$ cat config.mk
export PLATFORM = sky130hd
export DESIGN_NAME = sqrt_feeder
export DESIGN_NICKNAME = d
export VERILOG_FILES = /design/src/rtl/sqrt_feeder.sv
export SDC_FILE = /design/constraint.sdc
export NUM_CORES = 1
export LEC_CHECK = 0
export CELL_PAD_IN_SITES_DETAIL_PLACEMENT = 2
export CELL_PAD_IN_SITES_GLOBAL_PLACEMENT = 2
export CORE_UTILIZATION = 29
export CTS_CLUSTER_SIZE = 30
export DETAILED_ROUTE_END_ITERATION = 10
export PLACE_DENSITY_LB_ADDON = 0.05
export SLEW_MARGIN = 25
export SYNTH_ARGS = -nofsm -noshare
export SYNTH_HDL_FRONTEND = slang
export SYNTH_SLANG_ARGS = --single-unit
$ cat constraint.sdc
create_clock -name clk -period 3.2 [get_ports clk]
set_input_delay 0.32 -clock clk [delete_from_list [all_inputs] [get_ports clk]]
set_output_delay 0.32 -clock clk [all_outputs]
set_load 0.01 [all_outputs]
$ cat src/rtl/sqrt_feeder.sv
// sqrt_feeder: valid/ready front end for the structural square-root core.
// Each accepted operand is held on core_valor_o, and the core is restarted for one cycle.
// Stale core status is masked for SETTLE_CYC cycles. The root is then captured when
// core_ready_i reaches DONE_LEVEL, or the operation is aborted once TIMEOUT RUN cycles elapse.
// The result, operand, RUN-cycle count and abort flag are held on the output stream until taken.
module sqrt_feeder #(
    parameter int unsigned DATA_W     = 16,
    parameter logic        DONE_LEVEL = 1'b0,
    parameter int unsigned SETTLE_CYC = 1,
    parameter int unsigned TIMEOUT    = 1023,
    parameter int unsigned CNT_W      = 11
) (
    input  logic                  clk,
    input  logic                  rst_n,
    input  logic                  in_valid_i,
    output logic                  in_ready_o,
    input  logic [DATA_W-1:0]     in_data_i,
    output logic [DATA_W-1:0]     core_valor_o,
    output logic                  core_rst_n_o,
    input  logic                  core_ready_i,
    input  logic [DATA_W/2-1:0]   core_root_i,
    output logic                  out_valid_o,
    input  logic                  out_ready_i,
    output logic [DATA_W/2-1:0]   out_root_o,
    output logic [DATA_W-1:0]     out_operand_o,
    output logic [CNT_W-1:0]      out_cycles_o,
    output logic                  out_timeout_o
);

    localparam int unsigned ROOT_W = DATA_W / 2;

    localparam logic [2:0] StIdle   = 3'd0;
    localparam logic [2:0] StLoad   = 3'd1;
    localparam logic [2:0] StSettle = 3'd2;
    localparam logic [2:0] StRun    = 3'd3;
    localparam logic [2:0] StOut    = 3'd4;

    localparam logic [2:0]       SettleLast = 3'(SETTLE_CYC - 1);
    localparam logic [CNT_W-1:0] TimeoutVal = CNT_W'(TIMEOUT);
    localparam logic [CNT_W-1:0] CntMax     = {CNT_W{1'b1}};

    logic [2:0]        state_q, state_d;
    logic [2:0]        settle_q, settle_d;
    logic [CNT_W-1:0]  cnt_q, cnt_d;
    logic [CNT_W-1:0]  cnt_inc;
    logic [DATA_W-1:0] valor_q, valor_d;
    logic [ROOT_W-1:0] root_q, root_d;
    logic [CNT_W-1:0]  cycles_q, cycles_d;
    logic              timeout_q, timeout_d;
    logic              core_rst_n_q, core_rst_n_d;
    logic              core_done;

    // Saturating RUN-cycle count including the current cycle
    assign cnt_inc   = (cnt_q == CntMax) ? cnt_q : cnt_q + 1'b1;
    assign core_done = (core_ready_i == DONE_LEVEL);

    // Next-state and datapath capture
    always_comb begin
        state_d   = state_q;
        settle_d  = settle_q;
        cnt_d     = cnt_q;
        valor_d   = valor_q;
        root_d    = root_q;
        cycles_d  = cycles_q;
        timeout_d = timeout_q;

        case (state_q)
            StIdle: begin
                if (in_valid_i) begin
                    valor_d = in_data_i;
                    state_d = StLoad;
                end
            end
            StLoad: begin
                settle_d = 3'd0;
                cnt_d    = '0;
                state_d  = StSettle;
            end
            StSettle: begin
                // core_ready_i may still show the previous operation's result here
                cnt_d = '0;
                if (settle_q == SettleLast) begin
                    state_d = StRun;
                end else begin
                    settle_d = settle_q + 3'd1;
                end
            end
            StRun: begin
                cnt_d = cnt_inc;
                if (core_done) begin
                    root_d    = core_root_i;
                    cycles_d  = cnt_inc;
                    timeout_d = 1'b0;
                    state_d   = StOut;
                end else if (cnt_inc == TimeoutVal) begin
                    root_d    = '0;
                    cycles_d  = TimeoutVal;
                    timeout_d = 1'b1;
                    state_d   = StOut;
                end
            end
            StOut: begin
                if (out_ready_i) begin
                    state_d = StIdle;
                end
            end
            default: begin
                state_d = StIdle;
            end
        endcase
    end

    // Core restart is low for exactly the LOAD cycle; registered so the pin never glitches
    assign core_rst_n_d = (state_d != StLoad);

    // State and data registers
    always_ff @(posedge clk or negedge rst_n) begin
        if (!rst_n) begin
            state_q      <= StIdle;
            settle_q     <= 3'd0;
            cnt_q        <= '0;
            valor_q      <= '0;
            root_q       <= '0;
            cycles_q     <= '0;
            timeout_q    <= 1'b0;
            core_rst_n_q <= 1'b0;
        end else begin
            state_q      <= state_d;
            settle_q     <= settle_d;
            cnt_q        <= cnt_d;
            valor_q      <= valor_d;
            root_q       <= root_d;
            cycles_q     <= cycles_d;
            timeout_q    <= timeout_d;
            core_rst_n_q <= core_rst_n_d;
        end
    end

    assign in_ready_o    = (state_q == StIdle);
    assign out_valid_o   = (state_q == StOut);
    assign core_valor_o  = valor_q;
    assign core_rst_n_o  = core_rst_n_q;
    assign out_root_o    = root_q;
    assign out_operand_o = valor_q;
    assign out_cycles_o  = cycles_q;
    assign out_timeout_o = timeout_q;

endmodule

-- Word level (Yosys, flattened, before mapping)
Index checks and enable logic that the tools add are counted.
Widths: inputs -> output; s select.
- logic and storage cells: 43
- memory bits (writable): 0
- register bits: 54
- memory bits (read-only): 0
- memories kept: 0
- latch bits: 0
- equality and inequality tests: 9
- multipliers: 0
- divide/modulo/power cells: 0
- $lt $le $gt $ge: 0
- reductions and logical operators: 8
- mux-type cells: 16
- add/subtract/negate cells: 2
- shift-type cells: 0
- bitwise gates (word level): 0
- operator list (cell ; count):
    $mux 11 ; 3
    $pmux 11 s2 ; 1
    $mux 3 ; 6
    $mux 8 ; 2
    $pmux 3 s5 ; 1
    $add 11x1->11 const B ; 1
    $eq 11x10->1 const B ; 1
    $eq 11x11->1 const B ; 1
    $eq 3x2->1 const B ; 2
    $logic_not 3->1 ; 2
    $pmux 3 s2 ; 1
    $reduce_and 2->1 ; 3
    $reduce_bool 2->1 ; 2
    $add 3x1->3 const B ; 1
    $eq 3x1->1 const B ; 1
    $eq 3x3->1 const B ; 1
    $ne 3x1->1 const B ; 1
    $mux 1 ; 2
    $ne 2x1->1 const B ; 1
    $ne 2x2->1 const B ; 1
    $reduce_or 2->1 ; 1

-- Depth between registers and ports, before layout
Gate-level depths: netlist of run 1.
- depth after elaboration: 7
- depth in mapped cells: 8

-- Worst setup path after synthesis of run 1
OpenSTA, ideal clock, no wires.
- path type: register -> register
- start: register cnt_q[0]
- end: register root_q[0], in the netlist out_root_o[0]
- stages on the path, launching flop included: 8
- arrival: 2148 ps
- clock period less this slack: 2269 ps
- path buffers: 0
- setup slack: 931 ps
- cells stage by stage: dfrtp_1 ha_1 and4_4 a311oi_2 o211ai_2 o41ai_4 nand2_2 a22o_1
- longest elaborated chain between the ends: 5
- ends and longest elaborated chain (item ; line ; text):
    from (decl) ; 44 ; logic [CNT_W-1:0] cnt_q, cnt_d;
    from (signal assigned) ; 130 ; cnt_q <= cnt_d;
    $add 11x1->11 or $eq 11x11->1 (tied branches) ; 54 ; assign cnt_inc = (cnt_q == CntMax) ? cnt_q : cnt_q + 1'b1;
    $mux 11 * ; 54 ;
    $eq 11x10->1 * ; 95 ; end else if (cnt_inc == TimeoutVal) begin
    $ne 2x1->1 (no source line) * ; - ;
    $reduce_and 2->1 (no source line) * ; - ;
    to (signal assigned) ; 132 ; root_q <= root_d;
    to (decl) ; 47 ; logic [ROOT_W-1:0] root_q, root_d;
Mark *: on every way between the ends. The rest lies on a longest branch, timed or not.
A chain may end at the register's enable or synchronous reset.

-- Worst setup path after layout of run 1
- start: register cnt_q[0]
- end: register cycles_q[3], in the netlist out_cycles_o[3]
- longest elaborated chain between the ends: 5
- ends and longest elaborated chain (item ; line ; text):
    $add 11x1->11 or $eq 11x11->1 (tied branches) ; 54 ;
    $mux 11 * ; 54 ;
    $eq 11x10->1 ; 95 ;
    $ne 2x1->1 (no source line) ; - ;
    $reduce_and 2->1 (no source line) ; - ;
    to (signal assigned) ; 133 ; cycles_q <= cycles_d;
    to (decl) ; 48 ; logic [CNT_W-1:0] cycles_q, cycles_d;
Marked as above.

==> results_dict.tcl, run 1 <==
set metrics [dict create \
    status "finished clean" \
    final_common_cell "clkdlybuf4s50_1" \
    tightest_slew_ns 0.7920 \
    power_uw 3140 \
    p_leak_uw 0.001467 \
    hp-class "in2async" \
    num-nets-final 334 \
    fin_area_mm2 0.003605 \
    viasPerCell 4.995 \
    path_max_fanout 8 \
    finalCritPeriodShare_pct 85.43 \
    worst-path-stages 8 \
    syn-cell-area_mm2 0.002728 \
    drv_slew 0 \
    final_cell_mix "clkdlybuf4s50_1, dfrtp_1, o21ai_0, mux2_2, nor2_1" \
    post_drt_wl_per_cell_um 17.33 \
    skew_ns 0.007894 \
    dieHeight_um 98.98 \
    path_cells "ha_1, nand4_1, o21ai_1, mux2i_2, o41ai_4, and2_1, buf_4, a2bb2oi_2" \
    yosys_warnings 0 \
    synth-edff-count 0 \
    endpoint_kind "flop" \
    synth_nets 270 \
    clockRootBuffer "clkbuf_8" \
    hold_viol 0 \
    drv_cap 0 \
    crit_start "cnt_q[0]" \
    holdBufCountCts 0 \
    crit_family "compound AO/OA/AOI/OAI gates" \
    track_usage_pct 15.46 \
    synthDistinctLibCells 56 \
    vias 2068 \
    grt_start_max_net_pins 31 \
    required_ns 3.43 \
    wl_mm 7.175 \
    cts_buffer_depth 2 \
    arrival_ns 2.97 \
    post_cts_buffers 0 \
    fmax_mhz 365.8 \
    ys.flop_type "dfrtp_1" \
    cts_buffers 5 \
    grt_pass1_wl_mm 11.83 \
    ios 84 \
    antenna_found_initial 0 \
    finalSetupViolations 0 \
    powerDensity_mw_per_mm2 871.1 \
    drtPass1Iterations 4 \
    initial_core_util_pct 29.66 \
    postSynth.asyncResetShare_pct 100.0 \
    final_util_pct 39.20 \
    fill_cells 971 \
    io_buffers 83 \
    clkSinkCount 54 \
    htreeDepth 2 \
    final.setup.tns_ns 0 \
    die_w_um 98.98 \
    ant_nets 0 \
    slowest_delay_ns 0.51 \
    placed_cell_area_mm2 0.003498 \
    critPathLaunchType "flop" \
    cts_resized 0 \
    pre_cts_ws_ns 0.4823 \
    clkTransAtPathRegs_ns 0.09 \
    grt.overflow.total 0 \
    ys_ff_latch 54 \
    drtIter0Drc 19 \
    path_class "reg2reg" \
    gp_congestion 0.7372 \
    syn_to_final_growth_pct 32.16 \
    ys_seq_area_share_pct 49.54 \
    relSlewSlack_pct 47.20 \
    grt_pass1_vias 2256 \
    syn_avg_cell_area_um2 11.46 \
    fin_ws_ns 0.4663 \
    path_buf_inv 1 \
    clock_latency_ns 0.30 \
    syn_inst 238 \
    vdd_ir_drop_max_uv 306.6 \
    core_area_mm2 0.009196 \
    rsz0062_at_grt "no" \
    die_area_mm2 0.009797 \
    num_rows 35 \
    reg2reg_depth 8 \
    critPathSlowestCell "o41ai_4" \
    min_period_ns 2.734 \
    cts_tree "done" \
    n_antenna_cell 0 \
    timing.rr.start "cnt_q[0]" \
    drc 0 \
    dp_hpwl_mm 5.215 \
    drive_gt1_share_pct 17.16 \
]
cells in the mapped netlist (all sizes together) (2+ instances only):
cell type | number | area share [%]
a31oi | 3 | 0.69
nand3 | 4 | 1.1
and2 | 3 | 0.73
nand4 | 3 | 0.69
buf | 26 | 7.3
nor2 | 14 | 1.9
a21oi | 9 | 1.7
ha | 3 | 1.4
nand2 | 13 | 1.9
and4 | 2 | 0.78
and2b | 2 | 0.60
or3 | 3 | 0.69
clkbuf | 4 | 0.92
inv | 7 | 0.96
and3 | 2 | 0.46
a22o | 9 | 2.9
mux2i | 2 | 0.87
or2 | 2 | 0.46
xnor2 | 3 | 0.96
nor3 | 4 | 0.92
a32oi | 3 | 0.96
a2bb2oi | 8 | 4.4
mux2 | 16 | 6.6
o22ai | 2 | 0.46
dfrtp | 54 | 50
nor4 | 2 | 0.69
o21ai | 19 | 3.5
a21o | 2 | 0.60
area by class of cell:
cell class / instances / area [µm²] / share of cell area [%]
Tap cell: 111 / 138.9 / 3.853
Multi-Input combinational cell: 147 / 1126 / 31.24
Inverter: 7 / 26.28 / 0.7289
Clock inverter: 1 / 30.03 / 0.8330
Timing Repair Buffer: 87 / 855.8 / 23.74
Sequential cell: 54 / 1351 / 37.49
Clock buffer: 7 / 76.32 / 2.117
per-layer routing:
metal | global-route usage (%) | vias up | wire (µm)
li1 | - | 967 | -
met1 | 19.89 | 1058 | 3385
met2 | 26.73 | 41 | 3529
met3 | 3.121 | 2 | 224
met4 | 3.444 | 0 | 36
met5 | 0 | - | 0
cells by family after synthesis:
family | count (synthesis) | synth area share, %
and+or+nand+nor | 56 | 11.42
buffers and inverters | 37 | 9.174
AOI/OAI and AO/OA | 67 | 20.05
muxes | 18 | 7.477
adders and majority gates | 3 | 1.376
xor gates and xnor gates | 3 | 0.9635
DFF | 54 | 49.54
per-stage QoR:
stage / instances / hold WS [ns]
finish: 414 / 0.06405
global route: 414 / 0.1000
CTS: 414 / 0.08197
detailed placement: 406 / 0.4168
global placement: 406 / 0.4189
floorplan: 238 / 0.02441
sequential cells by signal, summed over array words and instances, names as in the netlist:
name / flops
out_timeout_o: 1
cnt_q: 11
settle_q: 3
core_rst_n_o: 1
core_valor_o: 16
out_cycles_o: 11
state_q: 3
out_root_o: 8
path summary, 6_finish.rpt:
kind                                     to  slack [ns]
max in group asynchronous   out_cycles_o[6]        2.32
max reg2reg                 out_cycles_o[3]        0.47
max                         out_cycles_o[3]        0.47
min reg2reg                out_cycles_o[10]        0.50
min in group clk           out_cycles_o[10]        0.50
min                         out_cycles_o[0]        0.06
where the power goes:
group | switching (µW) | total (µW) | internal [µW]
clock | 220 | 455 | 235
sequential | 214 | 1140 | 929
combinational | 632 | 1540 | 909
total | 1070 | 3140 | 2070
(Power assumes the default switching activity.)
==> run 2: changes to the inputs <==
--- a/config.mk
+++ b/config.mk
@@ -8,7 +8,7 @@
 export CELL_PAD_IN_SITES_DETAIL_PLACEMENT = 2
 export CELL_PAD_IN_SITES_GLOBAL_PLACEMENT = 2
 export CORE_UTILIZATION = 29
-export CTS_CLUSTER_SIZE = 30
+export CTS_CLUSTER_SIZE = 20
 export DETAILED_ROUTE_END_ITERATION = 10
 export PLACE_DENSITY_LB_ADDON = 0.05
 export SLEW_MARGIN = 25
==> results of run 2 <==
Final layout, timing and power as in run 1 (identical DEF).
==> run 3: changes to the inputs <==
==> constraint.sdc (replaced) <==
create_clock -name clk -period 2.65 [get_ports clk]
set_input_delay 0.265 -clock clk [delete_from_list [all_inputs] [get_ports clk]]
set_output_delay 0.265 -clock clk [all_outputs]
set_load 0.01 [all_outputs]
==> run 3 against run 2 <==
First-iteration DRC count grew to 3.1 times the previous value. Critical endpoint is now out_cycles_o[2]. Combinational power is 25% higher. Global-route usage is 0.79 points higher. Largest cell class unchanged.
==> results_dict.tcl, run 3 (synthesis results as in run 1) <==
set metrics [dict create \
    ios 84 \
    syn_to_final_growth_pct 35.32 \
    final_common_cell "clkdlybuf4s50_1" \
    path_class "reg2reg" \
    power_uw 3792 \
    drv_cap 0 \
    drtPass1Iterations 4 \
    antenna_found_initial 0 \
    grt_pass1_wl_mm 12.37 \
    clock_latency_ns 0.31 \
    tightest_slew_ns 0.5464 \
    holdWs_ns 0.4566 \
    status "finished clean" \
    gp_congestion 0.7586 \
    viasPerCell 4.981 \
    vdd_ir_drop_max_uv 302.7 \
    cts_buffers 5 \
    post_drt_wl_per_cell_um 17.42 \
    track_usage_pct 16.25 \
    arrival_ns 2.73 \
    skew_ns 0.004592 \
    finalCritPeriodShare_pct 95.13 \
    cts_resized 0 \
    largest_register_ffs 16 \
    ant_nets 0 \
    dp_hpwl_mm 5.469 \
    fill_cells 1017 \
    grt_start_max_net_pins 32 \
    cts_buffer_depth 2 \
    drtIter0Drc 59 \
    min_period_ns 2.521 \
    switching_share_pct 34.89 \
    power.internal_uw 2469 \
    core_area_mm2 0.009196 \
    drv_slew 0 \
    n_antenna_cell 0 \
    die_area_mm2 0.009797 \
    dieHeight_um 98.98 \
    clkSinkCount 54 \
    clkTransAtPathRegs_ns 0.10 \
    powerDensity_mw_per_mm2 1027 \
    die_w_um 98.98 \
    vias 2117 \
    final.setup.tns_ns 0 \
    power_frac_seq_pct 36.1 \
    fmax_mhz 396.7 \
    grt_pass1_vias 2327 \
    drc 0 \
    hp-class "in2async" \
    endpoint_kind "flop" \
    final_util_pct 40.14 \
    path_max_fanout 7 \
    io_buffers 83 \
    drive_gt1_share_pct 20.38 \
    critPathLaunchType "flop" \
    htreeDepth 2 \
    wl_mm 7.404 \
    clock_power_share_pct 13.3 \
    clockRootBuffer "clkbuf_8" \
    cts_tree "done" \
    num-nets-final 345 \
    finalSetupViolations 0 \
    initial_core_util_pct 29.66 \
    final_cell_mix "clkdlybuf4s50_1, dfrtp_1, o21ai_0, mux2_2, nor2_1" \
    pwr-share-comb_pct 50.6 \
    grt.overflow.total 0 \
    netSwitchingPower_uw 1323 \
    num_rows 35 \
    p_leak_uw 0.001520 \
    relSlewSlack_pct 63.57 \
    required_ns 2.86 \
    hold_viol 0 \
]
run 3: changes by cell type in the layout (fill, tap and decap cells not counted), sizes merged:
cell	change
buf	+10
bufinv	-1
clkbuf	-1
clkinv	+1
clkinvlp	+1
dlygate4sd3	+1
run 3: power groups by stage:
stage                     Sequential [µW]  Combinational [µW]  Clock, µW
final                                1370                1920        504
after detailed placement             1390                1950          0
after global placement               1380                1920          0
after floorplan                      1450                 956          0
after CTS                            1380                1960        526
after global routing                 1420                2070        552
run 3: metrics by stage:
step / cell area [µm²] / setup WS (ns) / instances
6_report: 3691 / 0.1292 / 425
5_1_grt: 3691 / -0.003101 / 425
4_1_cts: 3676 / 0.03976 / 423
2_1_floorplan: 2728 / 0.3807 / 238
3_3_place_gp: 3571 / 0.2826 / 414
3_5_place_dp: 3571 / 0.07139 / 414
run 3: final timing paths:
| path | from | endpoint | slack (ns) | depth (start not counted) |
|---|---|---|---|---|
| min reg2reg | out_cycles_o[10] | out_cycles_o[10] | 0.51 | 1 |
| max reg2reg | cnt_q[1] | out_cycles_o[2] | 0.13 | 9 |
| min in group clk | out_ready_i | state_q[2] | 0.50 | 2 |
| max | cnt_q[1] | out_cycles_o[2] | 0.13 | 9 |
| max in group asynchronous | rst_n | out_timeout_o | 1.37 | 3 |
| min | rst_n | out_cycles_o[1] | 0.46 | 2 |
run 3: area by class of cell:
class | count | area (µm²) | share of cell area, %
sequential | 54 | 1351 | 36.61
clock buffer | 6 | 82.58 | 2.237
clock inverter | 2 | 12.51 | 0.3390
inverter | 7 | 26.28 | 0.7119
timing repair buffer | 98 | 953.4 | 25.83
multi-input combinational | 147 | 1126 | 30.51
tap | 111 | 138.9 | 3.763
run 3: critical path, cell delays in order (launching register included):
cell and delay (ns):
dfrtp_1 0.44, ha_1 0.31, nand4_1 0.23, buf_4 0.21, o311a_1 0.30, o211ai_2 0.22, o41ai_4 0.14, and2_1 0.22
buf_12 0.15, o22a_1 0.19
run 3: timing repair:
| item | 4_1_cts | 5_1_grt |
|---|---|---|
| hold buffers | 1 | 0 |
| endpoints found under the setup margin | 0 | 19 |
| buffers inserted | 0 | 2 |
| hold endpoints to repair | 23 | 0 |
run 3: routing by layer:
metal | global-route usage (%) | share of wire, % | vias to the layer above
li1 | - | - | 991
met1 | 20.98 | 46 | 1078
met2 | 27.70 | 50 | 42
met3 | 3.546 | 3.4 | 6
met4 | 3.789 | 0.92 | 0
met5 | 0 | 0 | -
